[src/rtl/cache_port_arbiter_if.sv]
// Request/response and cache-side bundle for cache_port_arbiter.
//   slave  : arbiter view (requests and cache results in; grants, responses, strobes out)
//   master : requester/cache view (the opposite directions)
// Port 0 is instruction fetch and port 1 is load/store.
interface cache_port_arbiter_if #(
  parameter int unsigned DATAWIDTH = 32,
  parameter int unsigned CNTW      = 16
);
  logic                 req0_valid;
  logic                 req0_write;
  logic [DATAWIDTH-1:0] req0_addr;
  logic [DATAWIDTH-1:0] req0_wdata;
  logic                 req0_ready;
  logic                 rsp0_valid;
  logic [DATAWIDTH-1:0] rsp0_rdata;
  logic                 rsp0_hit;

  logic                 req1_valid;
  logic                 req1_write;
  logic [DATAWIDTH-1:0] req1_addr;
  logic [DATAWIDTH-1:0] req1_wdata;
  logic                 req1_ready;
  logic                 rsp1_valid;
  logic [DATAWIDTH-1:0] rsp1_rdata;
  logic                 rsp1_hit;

  logic                 c_read;
  logic                 c_write;
  logic [DATAWIDTH-1:0] c_addr;
  logic [DATAWIDTH-1:0] c_wdata;
  logic [DATAWIDTH-1:0] c_rdata;
  logic                 c_hit;

  logic                 busy;
  logic                 grant_id;
  logic [CNTW-1:0]      hit_cnt;
  logic [CNTW-1:0]      miss_cnt;

  modport slave (
    input  req0_valid, req0_write, req0_addr, req0_wdata,
    input  req1_valid, req1_write, req1_addr, req1_wdata,
    input  c_rdata, c_hit,
    output req0_ready, rsp0_valid, rsp0_rdata, rsp0_hit,
    output req1_ready, rsp1_valid, rsp1_rdata, rsp1_hit,
    output c_read, c_write, c_addr, c_wdata,
    output busy, grant_id, hit_cnt, miss_cnt
  );

  modport master (
    output req0_valid, req0_write, req0_addr, req0_wdata,
    output req1_valid, req1_write, req1_addr, req1_wdata,
    output c_rdata, c_hit,
    input  req0_ready, rsp0_valid, rsp0_rdata, rsp0_hit,
    input  req1_ready, rsp1_valid, rsp1_rdata, rsp1_hit,
    input  c_read, c_write, c_addr, c_wdata,
    input  busy, grant_id, hit_cnt, miss_cnt
  );
endinterface

[src/rtl/cache_port_arbiter.sv]
// Shares a single-ported cache between two requesters, one access at a time,
// with round-robin tie breaking, miss penalty and saturating hit/miss counters.
//   clock : rising-edge clock
//   reset : asynchronous active-low reset
//   bus   : cache_port_arbiter_if.slave (requests, responses, cache strobes, status)
module cache_port_arbiter #(
  parameter int unsigned DATAWIDTH    = 32,
  parameter int unsigned CACHE_LAT    = 1,
  parameter int unsigned MISS_PENALTY = 4,
  parameter int unsigned CNTW         = 16
) (
  input  logic                clock,
  input  logic                reset,
  cache_port_arbiter_if.slave bus
);
  localparam int unsigned MAXC = (CACHE_LAT > MISS_PENALTY) ? CACHE_LAT : MISS_PENALTY;
  localparam int unsigned CW   = $clog2(MAXC + 1);

  typedef enum logic [2:0] {S_IDLE, S_ISSUE, S_WAIT, S_STALL, S_RESP} state_e;

  state_e               r_state, w_state_nxt;
  logic [CW-1:0]        r_cnt, w_cnt_nxt;
  logic                 r_last_grant, r_grant_id, r_write;
  logic [DATAWIDTH-1:0] r_c_addr, r_c_wdata, r_rdata, r_rsp_rdata;
  logic                 r_hit, r_rsp_hit, r_c_read, r_c_write, r_busy;
  logic                 r_rsp0_valid, r_rsp1_valid;
  logic [CNTW-1:0]      r_hit_cnt, r_miss_cnt;

  logic                 w_grant, w_ready0, w_ready1, w_accept;
  logic                 w_req_write, w_capture, w_rsp_hit;
  logic [DATAWIDTH-1:0] w_req_addr, w_req_wdata, w_rsp_data;

  // Arbitration, acceptance and next-state logic
  always_comb begin
    w_state_nxt = r_state;
    w_cnt_nxt   = r_cnt;
    w_grant     = (bus.req0_valid && bus.req1_valid) ? ~r_last_grant : bus.req1_valid;
    w_ready0    = (r_state == S_IDLE) && !w_grant && bus.req0_valid;
    w_ready1    = (r_state == S_IDLE) &&  w_grant && bus.req1_valid;
    w_accept    = w_ready0 || w_ready1;
    w_req_write = w_grant ? bus.req1_write : bus.req0_write;
    w_req_addr  = w_grant ? bus.req1_addr  : bus.req0_addr;
    w_req_wdata = w_grant ? bus.req1_wdata : bus.req0_wdata;
    // Cache result is sampled on the last WAIT cycle
    w_capture   = (r_state == S_WAIT) && (r_cnt <= CW'(1));
    w_rsp_hit   = w_capture ? bus.c_hit : r_hit;
    w_rsp_data  = r_write ? '0 : (w_capture ? bus.c_rdata : r_rdata);

    case (r_state)
      S_IDLE:  if (w_accept) w_state_nxt = S_ISSUE;
      S_ISSUE: begin
        w_state_nxt = S_WAIT;
        w_cnt_nxt   = CW'(CACHE_LAT);
      end
      S_WAIT: begin
        if (r_cnt <= CW'(1)) begin
          if (bus.c_hit || (MISS_PENALTY == 0)) begin
            w_state_nxt = S_RESP;
          end else begin
            w_state_nxt = S_STALL;
            w_cnt_nxt   = CW'(MISS_PENALTY);
          end
        end else begin
          w_cnt_nxt = r_cnt - CW'(1);
        end
      end
      S_STALL: begin
        if (r_cnt <= CW'(1)) w_state_nxt = S_RESP;
        else                 w_cnt_nxt   = r_cnt - CW'(1);
      end
      S_RESP:  w_state_nxt = S_IDLE;
      default: w_state_nxt = S_IDLE;
    endcase
  end

  // State, request latch, registered outputs and counters
  always_ff @(posedge clock or negedge reset) begin
    if (!reset) begin
      r_state      <= S_IDLE;
      r_cnt        <= '0;
      r_last_grant <= 1'b1;
      r_grant_id   <= 1'b0;
      r_write      <= 1'b0;
      r_c_addr     <= '0;
      r_c_wdata    <= '0;
      r_rdata      <= '0;
      r_hit        <= 1'b0;
      r_c_read     <= 1'b0;
      r_c_write    <= 1'b0;
      r_busy       <= 1'b0;
      r_rsp0_valid <= 1'b0;
      r_rsp1_valid <= 1'b0;
      r_rsp_rdata  <= '0;
      r_rsp_hit    <= 1'b0;
      r_hit_cnt    <= '0;
      r_miss_cnt   <= '0;
    end else begin
      r_state   <= w_state_nxt;
      r_cnt     <= w_cnt_nxt;
      r_c_read  <= w_accept && !w_req_write;
      r_c_write <= w_accept &&  w_req_write;
      r_busy    <= (w_state_nxt != S_IDLE);
      if (w_accept) begin
        r_last_grant <= w_grant;
        r_grant_id   <= w_grant;
        r_write      <= w_req_write;
        r_c_addr     <= w_req_addr;
        r_c_wdata    <= w_req_wdata;
      end
      if (w_capture) begin
        r_rdata <= bus.c_rdata;
        r_hit   <= bus.c_hit;
      end
      r_rsp0_valid <= (w_state_nxt == S_RESP) && !r_grant_id;
      r_rsp1_valid <= (w_state_nxt == S_RESP) &&  r_grant_id;
      r_rsp_rdata  <= (w_state_nxt == S_RESP) ? w_rsp_data : '0;
      r_rsp_hit    <= (w_state_nxt == S_RESP) && w_rsp_hit;
      // Counters are visible in the same cycle as the response pulse
      if (w_state_nxt == S_RESP) begin
        if (w_rsp_hit) begin
          if (r_hit_cnt != {CNTW{1'b1}}) r_hit_cnt <= r_hit_cnt + CNTW'(1);
        end else begin
          if (r_miss_cnt != {CNTW{1'b1}}) r_miss_cnt <= r_miss_cnt + CNTW'(1);
        end
      end
    end
  end

  assign bus.req0_ready = w_ready0;
  assign bus.req1_ready = w_ready1;
  assign bus.rsp0_valid = r_rsp0_valid;
  assign bus.rsp1_valid = r_rsp1_valid;
  assign bus.rsp0_rdata = r_rsp_rdata;
  assign bus.rsp1_rdata = r_rsp_rdata;
  assign bus.rsp0_hit   = r_rsp_hit;
  assign bus.rsp1_hit   = r_rsp_hit;
  assign bus.c_read     = r_c_read;
  assign bus.c_write    = r_c_write;
  assign bus.c_addr     = r_c_addr;
  assign bus.c_wdata    = r_c_wdata;
  assign bus.busy       = r_busy;
  assign bus.grant_id   = r_grant_id;
  assign bus.hit_cnt    = r_hit_cnt;
  assign bus.miss_cnt   = r_miss_cnt;
endmodule

[src/flat_wrapper.sv]
// flat-port wrapper written by rule: the top's interface ports become plain ports
module cache_port_arbiter_flat 
#(
  parameter int unsigned DATAWIDTH    = 32,
  parameter int unsigned CACHE_LAT    = 1,
  parameter int unsigned MISS_PENALTY = 4,
  parameter int unsigned CNTW         = 16
)
  (clock, reset, bus_req0_valid, bus_req0_write, bus_req0_addr, bus_req0_wdata, bus_req1_valid, bus_req1_write, bus_req1_addr, bus_req1_wdata, bus_c_rdata, bus_c_hit, bus_req0_ready, bus_rsp0_valid, bus_rsp0_rdata, bus_rsp0_hit, bus_req1_ready, bus_rsp1_valid, bus_rsp1_rdata, bus_rsp1_hit, bus_c_read, bus_c_write, bus_c_addr, bus_c_wdata, bus_busy, bus_grant_id, bus_hit_cnt, bus_miss_cnt);
  cache_port_arbiter_if #(.DATAWIDTH(DATAWIDTH), .CNTW(CNTW)) bus_i ();
  input  logic clock;
  input  logic reset;
  input wire logic [$bits(bus_i.req0_valid)-1:0] bus_req0_valid;
  input wire logic [$bits(bus_i.req0_write)-1:0] bus_req0_write;
  input wire logic [$bits(bus_i.req0_addr)-1:0] bus_req0_addr;
  input wire logic [$bits(bus_i.req0_wdata)-1:0] bus_req0_wdata;
  input wire logic [$bits(bus_i.req1_valid)-1:0] bus_req1_valid;
  input wire logic [$bits(bus_i.req1_write)-1:0] bus_req1_write;
  input wire logic [$bits(bus_i.req1_addr)-1:0] bus_req1_addr;
  input wire logic [$bits(bus_i.req1_wdata)-1:0] bus_req1_wdata;
  input wire logic [$bits(bus_i.c_rdata)-1:0] bus_c_rdata;
  input wire logic [$bits(bus_i.c_hit)-1:0] bus_c_hit;
  output wire logic [$bits(bus_i.req0_ready)-1:0] bus_req0_ready;
  output wire logic [$bits(bus_i.rsp0_valid)-1:0] bus_rsp0_valid;
  output wire logic [$bits(bus_i.rsp0_rdata)-1:0] bus_rsp0_rdata;
  output wire logic [$bits(bus_i.rsp0_hit)-1:0] bus_rsp0_hit;
  output wire logic [$bits(bus_i.req1_ready)-1:0] bus_req1_ready;
  output wire logic [$bits(bus_i.rsp1_valid)-1:0] bus_rsp1_valid;
  output wire logic [$bits(bus_i.rsp1_rdata)-1:0] bus_rsp1_rdata;
  output wire logic [$bits(bus_i.rsp1_hit)-1:0] bus_rsp1_hit;
  output wire logic [$bits(bus_i.c_read)-1:0] bus_c_read;
  output wire logic [$bits(bus_i.c_write)-1:0] bus_c_write;
  output wire logic [$bits(bus_i.c_addr)-1:0] bus_c_addr;
  output wire logic [$bits(bus_i.c_wdata)-1:0] bus_c_wdata;
  output wire logic [$bits(bus_i.busy)-1:0] bus_busy;
  output wire logic [$bits(bus_i.grant_id)-1:0] bus_grant_id;
  output wire logic [$bits(bus_i.hit_cnt)-1:0] bus_hit_cnt;
  output wire logic [$bits(bus_i.miss_cnt)-1:0] bus_miss_cnt;
  assign bus_i.req0_valid = bus_req0_valid;
  assign bus_i.req0_write = bus_req0_write;
  assign bus_i.req0_addr = bus_req0_addr;
  assign bus_i.req0_wdata = bus_req0_wdata;
  assign bus_i.req1_valid = bus_req1_valid;
  assign bus_i.req1_write = bus_req1_write;
  assign bus_i.req1_addr = bus_req1_addr;
  assign bus_i.req1_wdata = bus_req1_wdata;
  assign bus_i.c_rdata = bus_c_rdata;
  assign bus_i.c_hit = bus_c_hit;
  assign bus_req0_ready = bus_i.req0_ready;
  assign bus_rsp0_valid = bus_i.rsp0_valid;
  assign bus_rsp0_rdata = bus_i.rsp0_rdata;
  assign bus_rsp0_hit = bus_i.rsp0_hit;
  assign bus_req1_ready = bus_i.req1_ready;
  assign bus_rsp1_valid = bus_i.rsp1_valid;
  assign bus_rsp1_rdata = bus_i.rsp1_rdata;
  assign bus_rsp1_hit = bus_i.rsp1_hit;
  assign bus_c_read = bus_i.c_read;
  assign bus_c_write = bus_i.c_write;
  assign bus_c_addr = bus_i.c_addr;
  assign bus_c_wdata = bus_i.c_wdata;
  assign bus_busy = bus_i.busy;
  assign bus_grant_id = bus_i.grant_id;
  assign bus_hit_cnt = bus_i.hit_cnt;
  assign bus_miss_cnt = bus_i.miss_cnt;
  cache_port_arbiter #(.DATAWIDTH(DATAWIDTH), .CACHE_LAT(CACHE_LAT), .MISS_PENALTY(MISS_PENALTY), .CNTW(CNTW)) u_core (.clock(clock), .reset(reset), .bus(bus_i));
endmodule
[config.mk]
export PLATFORM = sky130hd
export DESIGN_NAME = cache_port_arbiter_flat
export DESIGN_NICKNAME = d
export VERILOG_FILES = /design/src/rtl/cache_port_arbiter_if.sv /design/src/rtl/cache_port_arbiter.sv /design/src/flat_wrapper.sv
export SDC_FILE = /design/constraint.sdc
export NUM_CORES = 1
export LEC_CHECK = 0
export BUFFER_PORTS_ARGS = -buffer_cell sky130_fd_sc_hd__buf_2
export CAP_MARGIN = 20
export CORE_AREA = 2 2 162 164
export DETAILED_ROUTE_END_ITERATION = 8
export DIE_AREA = 0 0 164 166
export PLACE_DENSITY_LB_ADDON = 0.12
export RECOVER_POWER = 25
export SYNTH_ARGS = -nofsm -noshare
export SYNTH_HDL_FRONTEND = slang
export SYNTH_SLANG_ARGS = --single-unit
[constraint.sdc]
create_clock -name clock -period 2.4 [get_ports clock]
set_input_delay 0 -clock clock [delete_from_list [all_inputs] [get_ports clock]]
set_output_delay 0 -clock clock [all_outputs]
set_load 0.02 [all_outputs]
=== Word level (Yosys, flattened, before mapping) ===
Cells that the tools add are included.

* Reduce and logical (&&, ||, !) cells: 21
* Multiplexer cells: 17
* $add $sub $neg: 3
* Equality and inequality tests: 8
* Bitwise gates (word level): 2
* Magnitude comparators: 1

{| class="wikitable"
|+ Operators with widths
! kind !! count
|-
| 32-bit 2-to-1 mux || 5
|-
| 16-bit by 1-bit adder with 16-bit output (second input constant) || 2
|-
| 16-bit inequality test (second input constant) || 2
|-
| 3-bit 2-to-1 mux || 7
|-
| 3-bit case mux with 4 select lines || 1
|-
| 1-bit logical AND || 11
|-
| 3-bit case mux with 3 select lines || 1
|-
| 3-bit AND reduction || 3
|-
| 3-bit by 2-bit == test with 1-bit output (second input constant) || 2
|-
| 3-bit nonzero test || 2
|-
| 3-bit by 1-bit == test with 1-bit output (second input constant) || 1
|-
| 3-bit == test (second input constant) || 1
|-
| 3-bit by 1-bit <= comparator with 1-bit output (second input constant) || 1
|-
| 1-bit logical NOT || 3
|-
| 3-bit logical NOT || 1
|-
| 1-bit 2-to-1 mux || 3
|-
| 3-bit inequality test (second input constant) || 1
|-
| 3-bit by 1-bit subtractor with 3-bit output (second input constant) || 1
|-
| 2-bit inequality test (second input constant) || 1
|-
| 1-bit inverter || 2
|-
| 1-bit logical OR || 1
|}

* Bits of input ports: 167
* Register bits: 176
* Output and inout port bits: 170

=== Longest topological paths before layout ===
Gate-level depths: netlist (run 1).

* Depth in word-level cells: 10
* Depth in mapped cells: 8
* Mapped depth without buffers: 8

=== Worst setup path after synthesis (run 1) ===
No wires, ideal clock.

* Path type: reg2reg
* From: reg u_core.r_hit_cnt[0], in the netlist u_core.bus.hit_cnt[0]
* To: reg u_core.r_hit_cnt[1], in the netlist u_core.bus.hit_cnt[1]
* Clock period less this slack: 1.985 ns
* Data arrival time: 1.860 ns
* Slack: 0.415 ns
* Data required time: 2.275 ns
* Stages on the path, launching flop included: 7
* Setup time: 0.125 ns
* Cell sequence: dfrtp_1 > ha_1 > and3_1 > clkbuf_1 > and4_1 > nor2_1 > mux2_2

* Word-level cells in the longest chain between the ends: 2
* Elaborated cells on any way between the ends: 3

{| class="wikitable"
|+ RTL lines
! element !! line !! RTL
|-
| start: declaration || cache_port_arbiter.sv:27 || <nowiki>logic [CNTW-1:0] r_hit_cnt, r_miss_cnt;</nowiki>
|-
| start signal: assignment || cache_port_arbiter.sv:121 || <nowiki>if (r_hit_cnt != {CNTW{1'b1}}) r_hit_cnt <= r_hit_cnt + CNTW'(1);</nowiki>
|-
| branches (longest 2 deep; another with 16-bit by 1-bit adder with 16-bit output) || n/a ||
|}

Parallel ways; which one is timed is not known.
A chain may end at the register's enable or synchronous reset.

=== Worst setup path after layout (run 1) ===
* From: reg u_core.r_last_grant
* To: reg u_core.r_c_addr[27], in the netlist u_core.bus.c_addr[27]

* Word-level cells in the longest chain between the ends: 6
* Elaborated cells on any way between the ends: 9

{| class="wikitable"
|+ RTL lines
! element !! line !! RTL
|-
| start: declaration || cache_port_arbiter.sv:23 || <nowiki>logic r_last_grant, r_grant_id, r_write;</nowiki>
|-
| start signal: assignment || cache_port_arbiter.sv:104 || <nowiki>r_last_grant <= w_grant;</nowiki>
|-
| 1-bit inverter * || cache_port_arbiter.sv:37 || <nowiki>w_grant = (bus.req0_valid && bus.req1_valid) ? ~r_last_grant : bus.req1_valid;</nowiki>
|-
| 1-bit 2-to-1 mux * || cache_port_arbiter.sv:37 ||
|-
| 1-bit logical NOT || cache_port_arbiter.sv:38 || <nowiki>w_ready0 = (r_state == S_IDLE) && !w_grant && bus.req0_valid;</nowiki>
|-
| 1-bit logical AND (2 in a row) || cache_port_arbiter.sv:38 ||
|-
| 1-bit logical OR || cache_port_arbiter.sv:40 || <nowiki>w_accept = w_ready0 || w_ready1;</nowiki>
|-
| end signal: assignment || cache_port_arbiter.sv:107 || <nowiki>r_c_addr <= w_req_addr;</nowiki>
|-
| end: declaration || cache_port_arbiter.sv:24 || <nowiki>logic [DATAWIDTH-1:0] r_c_addr, r_c_wdata, r_rdata, r_rsp_rdata;</nowiki>
|}

Mark *: on every way between the ends. The rest lies on a longest branch, timed or not.

==> results.md, run 1 <==
* Status: completed
* Grt ovf at 0
* Final hold slack at approximately 0.15 ns
* Slew headroom at 0.360
* Crit end category: register
* Post-route ant nets at 0
* WL per Instance at 13.9 microns
* Max clock buf depth at 2
* H-tree Lvls at 4
* Post-synth top area share at 0.579
* Yosys reg bits at about 180
* Worst-path fanout max at 52
* Leading area contributor after synthesis: dfrtp_1
* Mapped Cells at 649
* Number of global-route vias before repair at about 6,500
* Initial Utilization at 0.295
* Main combinational cell family by area after synthesis: multiplexers
* Max Freq at 0.487 GHz
* Async SR Flop Fraction at 1.00
* CTS tree: done
* Final Core Density at 0.458
* Hold WC Path Type: input port to async pin
* Drt first-iter violations at 286
* Ratio of final minimum period to clock period at 0.856
* CTS Buf Count at 17
* Post-route cell area at 11,700 sq um
* Number of antenna violations at the first check in global routing at 0
* Setup crit start kind: register
* Most numerous cell in the Yosys netlist: dfrtp_1
* Core Region at 25,600 sq um
* DP Area at 9480 sq um
* Post-Synth XOR/XNOR Area at 0.0347
* Worst skew pair latency at 0.43 ns
* Root Driver: clkbuf_16
* Max-Cap Viols at 0
* Worst Path Class, Setup: register to register
* Share of layout cells above drive strength 1 at 0.376
* Unrepaired setup endpoints after global routing: no
* R2r startpoint: u_core.r_last_grant
* Compound-gate portion of the synthesized area at 0.0589
* PortBufs at 336
* Post-CTS Setup Bufs at 0
* Worst flop-to-flop path endpoint: u_core.bus.c_addr[27]
* Minimum clock period at 2.05 ns
* TritonCTS Sinks at 176
* Synthesized Nets at 820
* DIE AREA at about 27,000 sq um
* Yosys warnings at 0
* Reg area at 4410 sq um
* Largest net degree at the start of global routing at just over 80
* Synthesized area at 7570 sq um
* Leakage at 5.94 nW
* Final Max Slew Viols at 0
* Final Power at 12.5 mW
* 1st-pass router iterations at 4
* Final hold violations at 0
* DIE HEIGHT at roughly 170 microns
* NumNets Final at 1,294
* Worst EP required at 2.67 ns
* Total GRT Usage at 0.155
* # placed instances at 1,271
* Post-DP HPWL at 14,500 microns
* Drt drc at 0
* PnR worst setup slack at 0.346 ns
* Number of synthesized flops with an enable pin at 0
* Num ports at 337
* Reg2Reg Depth at 5
* Power per cell area at approximately 1100 nW/um^2
* Gpl congestion at 0.765
* Area Overhead vs Synth at 55.0%
* Simple-gate share of the synthesized area at 0.124
* Die width at ~160 microns
* Number of non-filler instances in the completed layout at around 1,500
* Post-Synth Adder-Cell Area at 0.00661
* Global-route wire length before repair at between 30,000 and 40,000 microns
* Routed WL at 20,500 microns
* Reg clk slew, reported paths at around 0.080 ns
* Setup WS pre-CTS at 0.352 ns
* Fill cells at around 2,400
* Worst reg-to-reg setup slack at 0.35 ns
* DR vias/cell at 4.26
* Top FF cell, synth: dfrtp_1
* Multi-input gate area at 2770 sq um
* Slew of the pin with the lowest slew margin at 0.960 ns
* Arrival time at the worst endpoint at 2.32 ns
* Cell variety after synth at 40
* Proportion of synthesized area in mux cells at 0.139
* Ranking of synthesized cells by area: dfrtp_1 58%, mux2i_1 8.7%, mux2_2 5.2%
* Setup violators final at 0
* Vias at approximately 6,300
* Sequential area share after synthesis at 0.582
* Most common library cells after synthesis: 175 x dfrtp_1, 81 x nand2_1, 66 x mux2i_1
* Max Clock Skew at 0.0112 ns
* Setup TNS at 0 ns
* Standard-cell row count at 59
* Maximum vdd drop at 0.506 mV
* Avg Inst Size Synth at around 12 sq um
## routing by layer
metal,vias to the layer above,track usage,part of all wire
li1,3122,-,-
met1,2907,0.191,0.44
met2,232,0.264,0.48
met3,13,0.0445,0.068
met4,0,0.0412,0.012
met5,-,0,0
## cell families (layout without fill, tap and decap cells)
logic type,Yosys count,in the layout
flops,176,176
simple gates,184,184
xor+xnor,30,30
fa+ha+maj,4,4
buf+inv,71,558
compound gates,83,83
other cells,0,1
mux,101,101
## placed cells by master (no fill, tap or decap), drive strengths merged, types with 2 or more instances in the layout
master,n
buf,345
dfrtp,175
dlygate4sd3,168
nand2,81
o21ai,71
mux2i,66
mux2,35
nor2b,32
clkbuf,21
xnor2,20
nor2,20
inv,17
nand4,12
nand3,10
xor2,10
nor3,10
clkinv,7
and4,5
and2,4
ha,4
and3,3
a21oi,3
or4,3
a21o,2
## flip-flops by register name, summed over array words and instances, names as in the netlist
register,cells
u_core.r_cnt,3
u_core.bus.c_write,1
u_core.r_last_grant,1
u_core.bus.hit_cnt,16
u_core.bus.busy,1
u_core.bus.rsp1_valid,1
u_core.bus.c_addr,32
u_core.bus.c_read,1
u_core.r_rdata,32
u_core.r_state,3
u_core.r_hit,1
u_core.bus.rsp0_hit,1
u_core.bus.rsp0_rdata,32
u_core.bus.c_wdata,32
u_core.r_write,1
u_core.bus.rsp0_valid,1
u_core.bus.grant_id,1
u_core.bus.miss_cnt,16
## critical path: stages, from the launching register on
cell and delay (ns):
dfstp_2 0.39, a21boi_4 0.21, buf_12 0.33, mux2i_1 0.26
dlygate4sd3_1 0.59, o21ai_0 0.09
## final cells by class
cell class,instances,area share
sequential,176,0.376
inverter,9,0.00288
clock buffer,17,0.0363
tap,335,0.0357
clock inverter,15,0.0139
multi-input combinational,402,0.236
timing repair buffer,517,0.299
antenna,1,0.000213
## power by group
part           switching [mW]  internal, mW  total (mW)
sequential              0.572          4.03        4.61
combinational            2.90          2.20        5.10
clock                    1.36          1.40        2.76
total                    4.83          7.64        12.5
## repair_timing
action,CTS,global route
gates resized for setup,0,0
hold endpoints to repair,208,0
hold buffers,168,0
## how the worst max path moves through the flow
stage	startpoint	end	depth (start not counted)
floorplan	u_core.bus.hit_cnt[0]	u_core.bus.hit_cnt[1]	6
global placement	u_core.r_cnt[1]	u_core.bus.rsp0_rdata[29]	8
detailed placement	u_core.r_cnt[1]	u_core.bus.rsp0_rdata[20]	8
CTS	u_core.r_cnt[1]	u_core.bus.rsp0_rdata[30]	8
global route	u_core.r_cnt[1]	u_core.bus.rsp0_rdata[30]	8
finish	u_core.r_last_grant	u_core.bus.c_addr[27]	5
No activity file was read; power rests on OpenSTA's default activity.
==> run 2, diff against run 1 <==
- clock period: 2.4 -> 2.5 ns (I/O delays scaled with it)
==> results.md, run 2 (synthesis gave the netlist of run 1 again) <==
* Status: complete, but fails checks (was completed)
* Violated checks: max-capacitance violations, max-slew violations
* Grt ovf at 0 (unchanged)
* WL per Instance at 14.0 microns (was 13.9 microns)
* Worst Path Class, Setup: register to register (unchanged)
* Root Driver: clkbuf_16 (unchanged)
* Crit end category: register (unchanged)
* Ratio of final minimum period to clock period at 0.831 (was 0.856)
* DR vias/cell at 4.27 (was 4.26)
* 1st-pass router iterations at 4 (unchanged)
* Core Region at 25,600 sq um (unchanged)
* Die width at 164 microns (unchanged)
* Minimum clock period at 2.08 ns (was 2.05 ns)
* Hold_buf cts at 166 (was 168)
* # placed instances at 1,270 (was 1,271)
* CTS tree: done (unchanged)
* Largest net degree at the start of global routing at 65 (was 82)
* Max Clock Skew at 0.0106 ns (was 0.0112 ns)
* Setup crit start kind: register (unchanged)
* Number of antenna violations at the first check in global routing at 2 (was 0)
* Max-Cap Viols at 1 (was 0)
* Most common cell after layout, fill and taps aside: buf_2 (unchanged)
* Share of layout cells above drive strength 1 at 0.376 (about the same)
* Most frequent cells in the layout: 335 x buf_2, 175 x dfrtp_1, 166 x dlygate4sd3_1, 81 x nand2_1, 66 x mux2i_1 (was 335 x buf_2, 175 x dfrtp_1, 168 x dlygate4sd3_1, 81 x nand2_1, 66 x mux2i_1)
* Slew headroom at -0.127 (was 0.360)
* Reg clk slew, reported paths at 0.06 ns (was 0.08 ns)
* Final Max Slew Viols at 63 (was 0)
* Total GRT Usage at 0.156 (was 0.155)
* Max clock buf depth at 2 (unchanged)
* Post-route cell area at 11,700 sq um (about the same)
* Maximum vdd drop at 0.359 mV (was 0.506 mV)
* Initial Utilization at 0.295 (unchanged)
* Unrepaired setup endpoints after global routing: no (unchanged)
* CTS Buf Count at 17 (unchanged)
* H-tree Lvls at 4 (unchanged)
* Worst skew pair latency at 0.42 ns (was 0.43 ns)
* Hold WC Path Type: input port to register (was input port to async pin)
* Routing usage on met3 at 0.0495 (was 0.0445)
* Setup TNS at 0 ns (unchanged)
* Drt drc at 0 (unchanged)
* Post-DP HPWL at 14,500 microns (about the same)
* Area Overhead vs Synth at 54.6% (was 55.0%)
* Global-route wire length before repair at 33,400 microns (about the same)
* Leakage at 5.93 nW (was 5.94 nW)
* Number of non-filler instances in the completed layout at 1,468 (was 1,472)
* Setup violators final at 0 (unchanged)
* PortBufs at 336 (unchanged)
* Met2 GRT Util at 0.264 (about the same)
* Arrival time at the worst endpoint at 2.38 ns (was 2.32 ns)
* Vias at 6,264 (was 6,274)
* Final hold violations at 0 (unchanged)
* Post-CTS sizing at 0 (unchanged)
* Number of global-route vias before repair at 6,545 (was 6,486)
* Gpl congestion at 0.759 (was 0.765)
* Met1 GRT Util at 0.190 (was 0.191)
* Drt first-iter violations at 252 (was 286)
* Routed WL at 20,500 microns (about the same)
* Post-route ant nets at 0 (unchanged)
* Post-CTS Setup Bufs at 0 (unchanged)
* Max Freq at 0.481 GHz (was 0.487 GHz)
* TritonCTS Sinks at 176 (unchanged)
* Worst-path fanout max at 55 (was 52)
* Fill cells at 2,484 (was 2,436)
* NumNets Final at 1,291 (was 1,294)
* DIE HEIGHT at 166 microns (unchanged)
* Power per cell area at 1020 nW/um^2 (was 1060 nW/um^2)
* Slew of the pin with the lowest slew margin at 1.69 ns (was 0.960 ns)
* Standard-cell row count at 59 (unchanged)
* Final hold slack at 0.0249 ns (was 0.149 ns)
* Num ports at 337 (unchanged)
* Worst EP required at 2.81 ns (was 2.67 ns)
* DIE AREA at 27,200 sq um (unchanged)
* Busiest grt layer: met2 (unchanged)
* DP Area at 9460 sq um (was 9480 sq um)
-- run 2: path summary, 6_finish.rpt --
| path | from | end | slack (ns) | depth (start not counted) |
|---|---|---|---|---|
| setup reg to reg | u_core.r_last_grant | u_core.r_write | 0.42 | 6 |
| setup / recovery | u_core.r_last_grant | u_core.r_write | 0.42 | 6 |
| max in group asynchronous | reset | u_core.bus.c_addr[9] | 0.77 | 3 |
| hold reg to reg | u_core.bus.c_wdata[9] | u_core.bus.c_wdata[9] | 0.47 | 2 |
| hold / removal | bus_req1_valid | u_core.r_write | 0.02 | 4 |
| min in group asynchronous | reset | u_core.r_rdata[22] | 0.56 | 2 |
-- run 2: area by class of cell --
type,count,area [sq um],area share
clock inverter,13,153,0.0130
multi-input combinational,402,2770,0.237
clock buffer,18,429,0.0367
inverter,9,33.8,0.00289
timing repair buffer,514,3480,0.298
sequential,176,4410,0.377
tap,335,419,0.0358
antenna,1,2.50,0.000214
-- run 2: where the power goes --
group          internal [mW]  switching, mW
clock network           1.50           1.19
registers               3.88          0.554
logic                   2.08           2.78
-- run 2: per-layer routing --
layer | vias to the layer above | part of all wire
met5 | - | 0.00034
met2 | 233 | 0.48
met3 | 17 | 0.078
met1 | 2904 | 0.43
li1 | 3108 | -
met4 | 2 | 0.013
-- run 2: worst max-delay path: stages, from the launching register on --
cell and delay, ns:
dfstp_2 0.39, a21boi_4 0.19, buf_12 0.34, mux2i_1 0.24
dlygate4sd3_1 0.61, and2_1 0.15, nor2_1 0.05
-- run 2: stage by stage --
stage               power (mW)  utilization  setup WS, ns
finish                    12.0        0.457         0.423
global route              12.9        0.457         0.273
CTS                       12.2        0.457         0.355
detailed placement        9.10        0.369         0.426
global placement          9.03        0.369         0.459
floorplan                 7.55            -         0.515
==> run 3, diff against run 2 <==
- clock period: 2.5 -> 1.7 ns (I/O delays scaled with it)
==> results.md, run 3 (synthesis gave the netlist of run 1 again) <==
* Setup TNS at -3.95 ns (was 0 ns)
* Grt ovf at 0 (unchanged)
* Slew headroom at 0.257 (was -0.127)
* Final Power at 19.1 mW (was 12.0 mW)
* Max Freq at 0.549 GHz (was 0.481 GHz)
* Leakage at 6.49 nW (was 5.93 nW)
* DIE HEIGHT at 166 microns (unchanged)
* Die width at 164 microns (unchanged)
* TritonCTS Sinks at 176 (unchanged)
* Worst skew pair latency at 0.42 ns (about the same)
* Slew of the pin with the lowest slew margin at 1.11 ns (was 1.69 ns)
* Maximum vdd drop at 0.681 mV (was 0.359 mV)
* Worst EP required at 2.05 ns (was 2.81 ns)
* Largest net degree at the start of global routing at 48 (was 65)
* Max clock buf depth at 2 (unchanged)
* Minimum clock period at 1.82 ns (was 2.08 ns)
* Routed WL at 23,300 microns (was 20,500 microns)
* Core Region at 25,600 sq um (unchanged)
* CTS tree: done (unchanged)
* Setup crit start kind: register (unchanged)
* Setup WS pre-CTS at -0.153 ns (was 0.426 ns)
* Buf+Inv Stages, Crit Path at 1 (was 2)
* Final Max Slew Viols at 0 (was 63)
* Critical path's largest stage delay at 0.59 ns (was 0.61 ns)
* Number of antenna violations at the first check in global routing at 0 (was 2)
* NumNets Final at 1,356 (was 1,291)
* PnR worst setup slack at -0.123 ns (was 0.423 ns)
* CTS Buf Count at 17 (unchanged)
* Power per cell area at 1510 nW/um^2 (was 1020 nW/um^2)
* DR vias/cell at 4.31 (was 4.27)
* Most common cell after layout, fill and taps aside: buf_2 (unchanged)
* Met1 wire length at 9680 microns (was 8790 microns)
* H-tree Lvls at 4 (unchanged)
* Area Overhead vs Synth at 67.5% (was 54.6%)
* Num ports at 337 (unchanged)
* Vias at 6,611 (was 6,264)
* Max Clock Skew at 0.0116 ns (was 0.0106 ns)
* Initial Utilization at 0.295 (unchanged)
* Hold WC Path Type: input port to async pin (was input port to register)
* Most frequent cells in the layout: 333 x buf_2, 171 x dfrtp_1, 166 x dlygate4sd3_1, 76 x nand2_1, 66 x mux2i_1 (was 335 x buf_2, 175 x dfrtp_1, 166 x dlygate4sd3_1, 81 x nand2_1, 66 x mux2i_1)
* Post-route cell area at 12,700 sq um (was 11,700 sq um)
* WL per Instance at 15.2 microns (was 14.0 microns)
* Worst-path fanout max at 3 (was 55)
* Delay-heaviest family, CP: simple AND/OR/NAND/NOR gates (was buffers and inverters)
* Antenna Cells at 0 (was 1)
* Standard-cell row count at 59 (unchanged)
* Status: complete, but fails checks (unchanged)
* Number of global-route vias before repair at 7,012 (was 6,545)
* Setup violators final at 59 (was 0)
* Total GRT Usage at 0.169 (was 0.156)
* DR top layer: met4 (was met5)
* Gpl congestion at 0.756 (was 0.759)
* WL met2 at 11,600 microns (was 9840 microns)
* Post-DP HPWL at 15,400 microns (was 14,500 microns)
* Global-route wire length before repair at 36,300 microns (was 33,400 microns)
* Share of layout cells above drive strength 1 at 0.444 (was 0.376)
* Final hold slack at 0.318 ns (was 0.0249 ns)
* Arrival time at the worst endpoint at 2.17 ns (was 2.38 ns)
* Reg clk slew, reported paths at 0.08 ns (was 0.06 ns)
* Critical Path Slowest Stage Cell: or4_4 (was dlygate4sd3_1)
* Final hold violations at 0 (unchanged)
* Crit end category: register (unchanged)
* Ratio of final minimum period to clock period at 1.07 (was 0.831)
* Drt first-iter violations at 288 (was 252)
* Post-route ant nets at 0 (unchanged)
* DIE AREA at 27,200 sq um (unchanged)
* Unrepaired setup endpoints after global routing: yes (was no)
* Max-Cap Viols at 0 (was 1)
* Violated checks: negative setup slack (was max-capacitance violations, max-slew violations)
* DP Area at 9930 sq um (was 9460 sq um)
* Crit-path cells: buf_4 > o21bai_4 > nand4b_4 > or4_4 > nor3_4 > xor2_1 (was a21boi_4 > buf_12 > mux2i_1 > dlygate4sd3_1 > and2_1 > nor2_1)
* Met3 wire len at 1660 microns (was 1600 microns)
* Drt drc at 0 (unchanged)
* Worst Path Class, Setup: register to register (unchanged)
* PortBufs at 336 (unchanged)
* Root Driver: clkbuf_16 (unchanged)
* 1st-pass router iterations at 4 (unchanged)
-- run 3: cell count changes in the layout (fill, tap and decap cells not counted), moves of 6 or more --
cell    before  now
buf_4        8   51
buf_6        0   17
mux2_2      35   18
mux2_4       0   17
nor2_1      19   13
nor3_4       0    6
-- run 3: metrics by stage --
step / cells / util
after floorplan: 649 / -
after global placement: 1317 / 0.388
after detailed placement: 1317 / 0.388
after CTS: 1520 / 0.482
after global routing: 1533 / 0.495
final: 1533 / 0.495
-- run 3: where the power goes --
group	internal, mW	switching (mW)
clock	2.14	1.88
sequential	5.71	0.718
combinational	4.02	4.63
-- run 3: timing repair --
action,4_1_cts,5_1_grt
buffers inserted,5,10
endpoints found under the hold margin,308,0
cloned,0,3
resized for setup,26,57
hold buffers,166,0
pin swaps,17,27
setup endpoints to repair,61,93
-- run 3: worst paths after layout --
check	from	endpoint	slack (ns)	depth (start not counted)
worst max-delay path	u_core.r_cnt[1]	u_core.bus.miss_cnt[15]	-0.12	6
worst min-delay path	reset	u_core.bus.rsp0_rdata[21]	0.32	2
worst max register to register	u_core.r_cnt[1]	u_core.bus.miss_cnt[15]	-0.12	6
worst min register to register	u_core.bus.c_addr[7]	u_core.bus.c_addr[7]	0.47	2
max in group asynchronous	reset	u_core.r_last_grant	0.25	3
min in group clock	bus_c_rdata[22]	u_core.r_rdata[22]	0.36	3
-- run 3: per-layer routing --
metal | track usage | vias to the layer above
met2 | 0.290 | 244
met5 | 0 | -
met3 | 0.0537 | 21
met4 | 0.0469 | 0
met1 | 0.203 | 3093
li1 | - | 3253
-- run 3: final cells by class --
type                       count  area [sq um]
clock buffer                  18           439
sequential                   176          4410
multi-input combinational    402          3080
tap                          335           419
clock inverter                14           166
fill                        2379         12900
timing repair buffer         579          4120
inverter                       9          36.3
